**src/rtl/ram_arb_pkg.sv**
```systemverilog
// Shared types and defaults for the two-port RAM arbiter.
// Holds the FSM state encoding and the default RAM geometry.
package ram_arb_pkg;

   localparam int AW_DEF = 4;
   localparam int DW_DEF = 8;

   typedef enum logic [1:0] {
      IDLE  = 2'd0,
      ISSUE = 2'd1,
      WAIT  = 2'd2,
      DONE  = 2'd3
   } state_t;

   // Winner of a two-way request: the tie goes to prio,
   // otherwise whichever side is actually asking.
   function automatic logic rr_pick(
      input logic r0,
      input logic r1,
      input logic prio
   );
      logic g;
      g = prio;
      if (!r1)
         g = 1'b0;
      else if (!r0)
         g = 1'b1;
      return g;
   endfunction

endpackage

```
**src/rtl/rr_arbiter2.sv**
```systemverilog
// Two-way round-robin grant with a one-bit priority pointer.
// The pointer moves only when a grant is actually taken.
module rr_arbiter2
   import ram_arb_pkg::*;
(
   input  logic clock,
   input  logic reset,
   input  logic req0,
   input  logic req1,
   input  logic take,
   output logic valid,
   output logic grant
);

   logic prio;

   assign valid = req0 | req1;

   // Combinational winner for the current request pair
   always_comb begin
      grant = rr_pick(req0, req1, prio);
   end

   // Pointer favours the side that lost the last grant
   always_ff @(posedge clock or negedge reset) begin
      if (!reset)
         prio <= 1'b0;
      else if (take && valid)
         prio <= ~grant;
   end

endmodule

```
**src/rtl/ram_arbiter.sv**
```systemverilog
// Two-requester arbiter for a single-port registered RAM.
// Each access walks IDLE -> ISSUE -> WAIT -> DONE.
module ram_arbiter
   import ram_arb_pkg::*;
#(
   parameter int AW = AW_DEF,
   parameter int DW = DW_DEF
) (
   input  logic          clock,
   input  logic          reset,
   input  logic          req0,
   input  logic          req1,
   input  logic          wr0,
   input  logic          wr1,
   input  logic [AW-1:0] addr0,
   input  logic [AW-1:0] addr1,
   input  logic [DW-1:0] wdata0,
   input  logic [DW-1:0] wdata1,
   output logic          ack0,
   output logic          ack1,
   output logic [DW-1:0] rdata0,
   output logic [DW-1:0] rdata1,
   output logic [AW-1:0] ram_address,
   output logic [DW-1:0] ram_dataIn,
   output logic          ram_we,
   output logic          ram_rd,
   input  logic [DW-1:0] ram_dataOut,
   output logic          busy
);

   state_t        state;
   logic          win;
   logic          wr_q;
   logic          any;
   logic          pick;
   logic          take;
   logic          sel_wr;
   logic [AW-1:0] sel_addr;
   logic [DW-1:0] sel_data;

   assign take = (state == IDLE);

   rr_arbiter2 u_rr (
      .clock (clock),
      .reset (reset),
      .req0  (req0),
      .req1  (req1),
      .take  (take),
      .valid (any),
      .grant (pick)
   );

   // Mux the winning requester's command onto one bundle
   always_comb begin
      sel_wr   = wr0;
      sel_addr = addr0;
      sel_data = wdata0;
      unique case (1'b1)
         pick: begin
            sel_wr   = wr1;
            sel_addr = addr1;
            sel_data = wdata1;
         end
         default: ;
      endcase
   end

   // Access sequencer with registered strobes, acks and read data
   always_ff @(posedge clock or negedge reset) begin
      if (!reset) begin
         state       <= IDLE;
         win         <= 1'b0;
         wr_q        <= 1'b0;
         ram_address <= '0;
         ram_dataIn  <= '0;
         ram_we      <= 1'b0;
         ram_rd      <= 1'b0;
         ack0        <= 1'b0;
         ack1        <= 1'b0;
         rdata0      <= '0;
         rdata1      <= '0;
         busy        <= 1'b0;
      end else begin
         unique case (state)
            IDLE: begin
               if (any) begin
                  state       <= ISSUE;
                  win         <= pick;
                  wr_q        <= sel_wr;
                  ram_address <= sel_addr;
                  ram_dataIn  <= sel_data;
                  ram_we      <= sel_wr;
                  ram_rd      <= ~sel_wr;
                  busy        <= 1'b1;
               end
            end
            ISSUE: begin
               ram_we <= 1'b0;
               ram_rd <= 1'b0;
               state  <= WAIT;
            end
            WAIT: begin
               if (!wr_q) begin
                  if (win)
                     rdata1 <= ram_dataOut;
                  else
                     rdata0 <= ram_dataOut;
               end
               ack0  <= ~win;
               ack1  <= win;
               state <= DONE;
            end
            DONE: begin
               ack0  <= 1'b0;
               ack1  <= 1'b0;
               busy  <= 1'b0;
               state <= IDLE;
            end
            default: begin
               ram_we <= 1'b0;
               ram_rd <= 1'b0;
               ack0   <= 1'b0;
               ack1   <= 1'b0;
               busy   <= 1'b0;
               state  <= IDLE;
            end
         endcase
      end
   end

endmodule

```
**config.mk**
```make
export PLATFORM = sky130hd
export DESIGN_NAME = ram_arbiter
export DESIGN_NICKNAME = d
export VERILOG_FILES = /design/src/rtl/ram_arb_pkg.sv /design/src/rtl/rr_arbiter2.sv /design/src/rtl/ram_arbiter.sv
export SDC_FILE = /design/constraint.sdc
export NUM_CORES = 1
export LEC_CHECK = 0
export ABC_AREA = 1
export CORE_ASPECT_RATIO = 0.8
export CORE_MARGIN = 4
export CORE_UTILIZATION = 40
export CTS_BUF_LIST = sky130_fd_sc_hd__clkbuf_8
export CTS_CLUSTER_DIAMETER = 100
export DETAILED_ROUTE_END_ITERATION = 16
export PLACE_DENSITY_LB_ADDON = 0.12
export SLEW_MARGIN = 10
export SYNTH_ARGS = -nofsm -noshare
export SYNTH_HDL_FRONTEND = slang
export SYNTH_SLANG_ARGS = --single-unit
```
**constraint.sdc**
```tcl
create_clock -name clock -period 1.3 [get_ports clock]
set_input_delay 0.26 -clock clock [delete_from_list [all_inputs] [get_ports clock]]
set_output_delay 0.26 -clock clock [all_outputs]
set_load 0.01 [all_outputs]
```
==> results of run 1 <==
tightest hold or removal path: stages:
cell and delay (ns):
dlygate4sd3_1 0.52, buf_2 0.12, buf_12 0.21
worst max path at each step:
| stage | to | depth (start not counted) | slack (ns) | startpoint |
|---|---|---|---|---|
| after floorplan | ram_address[0] | 8 | 0.01 | state[0] |
| after global placement | ram_dataIn[1] | 7 | -0.16 | req0 |
| after detailed placement | ram_dataIn[7] | 6 | -0.19 | req1 |
| after CTS | win | 7 | 0.02 | state[0] |
| after global routing | ram_dataIn[7] | 8 | -0.04 | state[0] |
| final | ram_dataIn[6] | 8 | 0.04 | state[0] |
where the power goes:
group | internal, uW | switching (uW)
logic | 1370 | 1420
clock network | 419 | 386
registers | 1770 | 292
total | 3560 | 2100
cell usage after synthesis:
master and instances:
o21ai_1 6, buf_4 1, nand2_2 1, buf_6 3, nor2_1 13, nor2_4 1, nand2_1 66, nand4_1 1
ha_1 5, or2_2 1, inv_2 1, o21a_1 1, inv_1 33, buf_2 2, dfrtp_1 38, nand3_2 2
o21ai_0 20, nand3_1 1, o21ai_2 9, o22ai_1 2, nor2_8 1
metal layers:
layer	track usage	part of all wire	up-vias
li1	-	-	804
met1	0.183	0.47	674
met2	0.231	0.46	39
met3	0.0397	0.063	4
met4	0.0673	0.013	0
met5	0	0	-
kinds of logic (layout without fill, tap and decap cells):
family,count (synthesis),in the layout,synth area share
flip-flops,38,38,0.530
AND/OR/NAND/NOR,87,87,0.207
AO/OA/AOI/OAI,38,38,0.128
adder cells (fa/ha/maj),5,5,0.0349
buffers and inverters,40,124,0.0998
per-stage QoR:
step	util	hold WS, ns	std cells
floorplan	-	-0.0356	208
global placement	0.624	0.240	340
detailed placement	0.624	0.243	340
CTS	0.640	0.462	349
global route	0.641	0.485	349
finish	0.641	0.460	349
state kept, by name (all words and copies together) (netlist names):
name,cells
ram_rd,1
ram_address,4
state,2
ack1,1
rdata0,8
rdata1,8
busy,1
ram_dataIn,8
u_rr.prio,1
ack0,1
win,1
ram_we,1
wr_q,1
layout make-up:
cell class	instances	area, um^2	area share
flip-flops and latches	38	951	0.349
inverters	34	128	0.0468
repair buffers	82	817	0.300
clock buffers	6	82.6	0.0303
multi-input cells	130	668	0.245
clock inverters	2	8.76	0.00321
well taps	57	71.3	0.0262
what timing repair did:
| action | 4_1_cts | 5_1_grt |
|---|---|---|
| gates resized for setup | 35 | 2 |
| endpoints found under the setup margin | 41 | 25 |
| endpoints found under the hold margin | 38 | 0 |
| hold buffers | 1 | 0 |
==> impl_metrics.yaml, run 1 <==
logic_synthesis:
  ys_ff_latch: 38
  synth_fp_nets: 251
  synth_top_area_cell: "dfrtp_1"
  synth.top_cell.area_share: 0.530
  synth_area_um2: 1790
  syn_avg_cell_area_um2: 8.62
  ys_seq_area_frac: 0.530
  synth_area_leaders: "dfrtp_1, nand2_1, inv_1"
  ys.warnings.count: 0
  synth_cells: 208
  ys_types: 21
routing:
  drt-total-wl_um: 3900
  ant_nets: 0
  vias_per_cell: 4.36
  drc: 0
  drt-pass1-iter-count: 5
  drt_iter0_drc: 35
  wl_per_cell_um: 11.2
  dr_total_vias: 1521
critical_path:
  path_buf_inv: 4
  rr_endpoint: "ram_dataIn[6]"
  slowest_delay_ns: 0.39
  rr_worst_depth: 8
  reg2reg_from: "state[0]"
  crit_type: "reg -> reg"
  crit_path_frequent_cell: "inv_2"
  crit_path_end_kind: "flop"
  crit_required_ns: 1.48
  crit_path_start_kind: "flop"
  slowest_stage: "dfrtp_1"
  cp_max_fo: 10
  cp.arrival_ns: 1.44
  r2r_slack_ns: 0.04
  crit_chain: "inv_2 > ha_2 > inv_2 > nor2_8 > inv_2 > buf_12 > nand2_1 > o21ai_2"
  critical-path-top-delay-family: "flip-flops"
final_layout:
  antenna_cells: 0
  layout_commonest_cell: "nand2_1"
  synthToLayoutAreaGrowth_pct: 52.1
  final_cell_mix: "nand2_1, dfrtp_1, clkdlybuf4s50_1"
  fin_area_um2: 2730
  drive_gt1_frac: 0.137
  nets: 334
  n_fill_cell: 396
die:
  die-area_um2: 5620
  rows: 21
  initial_core_util: 0.421
  coreArea_um2: 4260
  io_pins: 71
  fp.dieW_um: 82.9
  die_h_um: 67.9
global_route:
  antenna_found_initial: 0
  grt_pass1_vias: 1375
  overflow: 0
  grt_max_degree: 39
  grt_use_total: 0.144
  grt_pass1_wl_um: 6300
timing:
  drv_slew: 0
  relSlewSlack: 0.863
  rsz0062_at_grt: "true"
  setup_ws_ns: 0.0419
  setup_viol: 0
  setup_tns_ns: 0
  hold_violations: 0
  finClkSkew_ns: 0.00233
  max_clock_freq_mhz: 795
  fin_crit_sh: 0.968
  tightest_slew_ns: 0.203
  finalWorstPathRequiredPeriod_ns: 1.26
place:
  placed_area_um2: 2660
  hpwl_um: 3000
  place_congestion: 0.744
  pre_cts_ws_ns: -0.186
  io_buffers: 70
cts:
  cts_htree_levels: 2
  clk_path_buf_depth: 2
  clock_latency_ns: 0.28
  cts_sinks: 38
  cts_root_buffer: "clkbuf_8"
  path_clk_slew_ns: 0.07
  numCtsBuffers: 5
  postCtsSetupBuffers: 0
  cts_tree: "yes"
power:
  power.total_uw: 5660
  max-vdd-ir-drop_uv: 968
  powerDensity_nw_per_um2: 2080
  p_leak_uw: 0.00143
worst_hold_path:
  hp-class: "in -> async"
run_status:
  status: "finished clean"
run:
  maxCapViolations: 0
Note: power is estimated with default switching activity, not from simulation.
==> run 2: changes to the inputs <==
--- a/config.mk
+++ b/config.mk
@@ -12,7 +12,7 @@
 export CTS_BUF_LIST = sky130_fd_sc_hd__clkbuf_8
 export CTS_CLUSTER_DIAMETER = 100
 export DETAILED_ROUTE_END_ITERATION = 16
-export PLACE_DENSITY_LB_ADDON = 0.12
+export PLACE_DENSITY = 0.78
 export SLEW_MARGIN = 10
 export SYNTH_ARGS = -nofsm -noshare
 export SYNTH_HDL_FRONTEND = slang
==> impl_metrics.yaml, run 2 (synthesized netlist as in run 1, its figures left out) <==
die:
  die_h_um: 67.9
  rows: 21
  fp.dieW_um: 82.9
  initial_core_util: 0.421
  coreArea_um2: 4260
  io_pins: 71
  die-area_um2: 5620
place:
  io_buffers: 70
  hpwl_um: 3050
  place_congestion: 0.789
routing:
  drt_iter0_drc: 37
  wl_per_cell_um: 11.7
  drt-pass1-iter-count: 4
  drc: 0
  drt-total-wl_um: 4110
  vias_per_cell: 4.53
  ant_nets: 0
  dr_total_vias: 1585
worst_hold_path:
  hp-class: "in -> async"
global_route:
  antenna_found_initial: 0
  grt_pass1_vias: 1527
  grt_pass1_wl_um: 6520
  grt_max_degree: 39
  grt_use_total: 0.146
  overflow: 0
final_layout:
  drive_gt1_frac: 0.171
  layout_commonest_cell: "nand2_1"
  n_fill_cell: 383
  nets: 335
  synthToLayoutAreaGrowth_pct: 53.8
  largestRegisters: "ram_dataIn (8), rdata0 (8), rdata1 (8)"
  final_core_utilization: 0.648
  final_cell_mix: "nand2_1, dfrtp_1, clkdlybuf4s50_1"
  antenna_cells: 0
timing:
  hold_violations: 0
  drv_slew: 0
  relSlewSlack: 0.867
  setup_viol: 0
  whs_ns: 0.465
  max_clock_freq_mhz: 788
  finalWorstPathRequiredPeriod_ns: 1.27
  finClkSkew_ns: 0.00719
  rsz0062_at_grt: "true"
  tightest_slew_ns: 0.199
  fin_crit_sh: 0.976
critical_path:
  rr_worst_depth: 7
  slowest_stage: "dfrtp_1"
  reg2reg_from: "state[1]"
  cp.arrival_ns: 1.44
  rr_endpoint: "win"
  slowest_delay_ns: 0.41
  crit_chain: "inv_2 > ha_4 > inv_4 > nor2_8 > buf_6 > nand2_4 > o21a_1"
  cp_max_fo: 5
  crit_path_start_kind: "flop"
  r2r_slack_ns: 0.03
  crit_required_ns: 1.48
  crit_type: "reg -> reg"
  crit_path_end_kind: "flop"
cts:
  cts_tree: "yes"
  clock_latency_ns: 0.29
  path_clk_slew_ns: 0.08
  numCtsBuffers: 5
  clk_path_buf_depth: 2
  cts_sinks: 38
  cts_htree_levels: 2
  cts_root_buffer: "clkbuf_8"
power:
  p_leak_uw: 0.00143
  powerDensity_nw_per_um2: 2110
  max-vdd-ir-drop_uv: 1040
run:
  maxCapViolations: 0
run_status:
  status: "finished clean"
[run 2: cell types whose count changed in the layout (fill, tap and decap cells not counted), moves of 3 or more]
cell,delta
buf_6,+3
nand2_2,+8
o21ai_0,-3
nand2_1,-9
o21ai_1,+3
buf_12,-3
[run 2: layout make-up]
cell class / count / area [um^2] / area share
Sequential cell: 38 / 951 / 0.345
Timing Repair Buffer: 83 / 791 / 0.287
Multi-Input combinational cell: 130 / 721 / 0.261
Inverter: 34 / 133 / 0.0481
Clock buffer: 6 / 82.6 / 0.0299
Tap cell: 57 / 71.3 / 0.0259
Clock inverter: 2 / 8.76 / 0.00318
[run 2: per-stage QoR]
| stage | instances | setup slack (ns) | power, uW | setup TNS, ns | area, um^2 |
|---|---|---|---|---|---|
| detailed placement | 338 | -0.195 | 5110 | -4.29 | 2600 |
| CTS | 347 | 0.0195 | 5660 | 0 | 2690 |
| global placement | 338 | -0.151 | 5010 | -2.74 | 2600 |
| floorplan | 208 | 0.0126 | 3610 | 0 | 1800 |
| finish | 350 | 0.0315 | 5810 | 0 | 2760 |
| global route | 350 | -0.0492 | 6310 | -0.849 | 2760 |
[run 2: per-layer routing]
layer | track usage | part of all wire | wire length (um)
met5 | 0 | 0 | 0
met4 | 0.0673 | 0.016 | 64
met3 | 0.0445 | 0.059 | 244
met2 | 0.265 | 0.51 | 2110
met1 | 0.160 | 0.41 | 1690
[run 2: critical path: cells and delay by family (launching register included)]
kind            cells  cell delay, ns
flops               1            0.41
compound gates      1            0.09
fa+ha+maj           1            0.17
buf+inv             3            0.28
simple gates        2            0.20
[run 2: how the worst max path moves through the flow]
stage,startpoint,slack [ns],cells past startpoint,endpoint
detailed placement,req1,-0.20,7,ram_rd
CTS,state[0],0.02,7,win
floorplan,state[0],0.01,8,ram_address[0]
global route,state[1],-0.05,8,ram_rd
finish,state[1],0.03,7,win
global placement,req1,-0.15,7,ram_rd
[run 2: timing repair]
action / in CTS / in global routing
setup endpoints to repair: 60 / 25
resized for setup: 38 / 20
gates cloned: 0 / 1
buffers inserted: 0 / 2
pin swaps: 0 / 4
endpoints found under the hold margin: 38 / 0
hold buffers: 1 / 0
[run 2: report_power, final]
part | internal [uW] | leakage (uW) | total [uW] | switching, uW
logic | 1390 | 0.000913 | 2930 | 1540
registers | 1770 | 0.000465 | 2070 | 301
clock network | 420 | 0.0000524 | 811 | 392
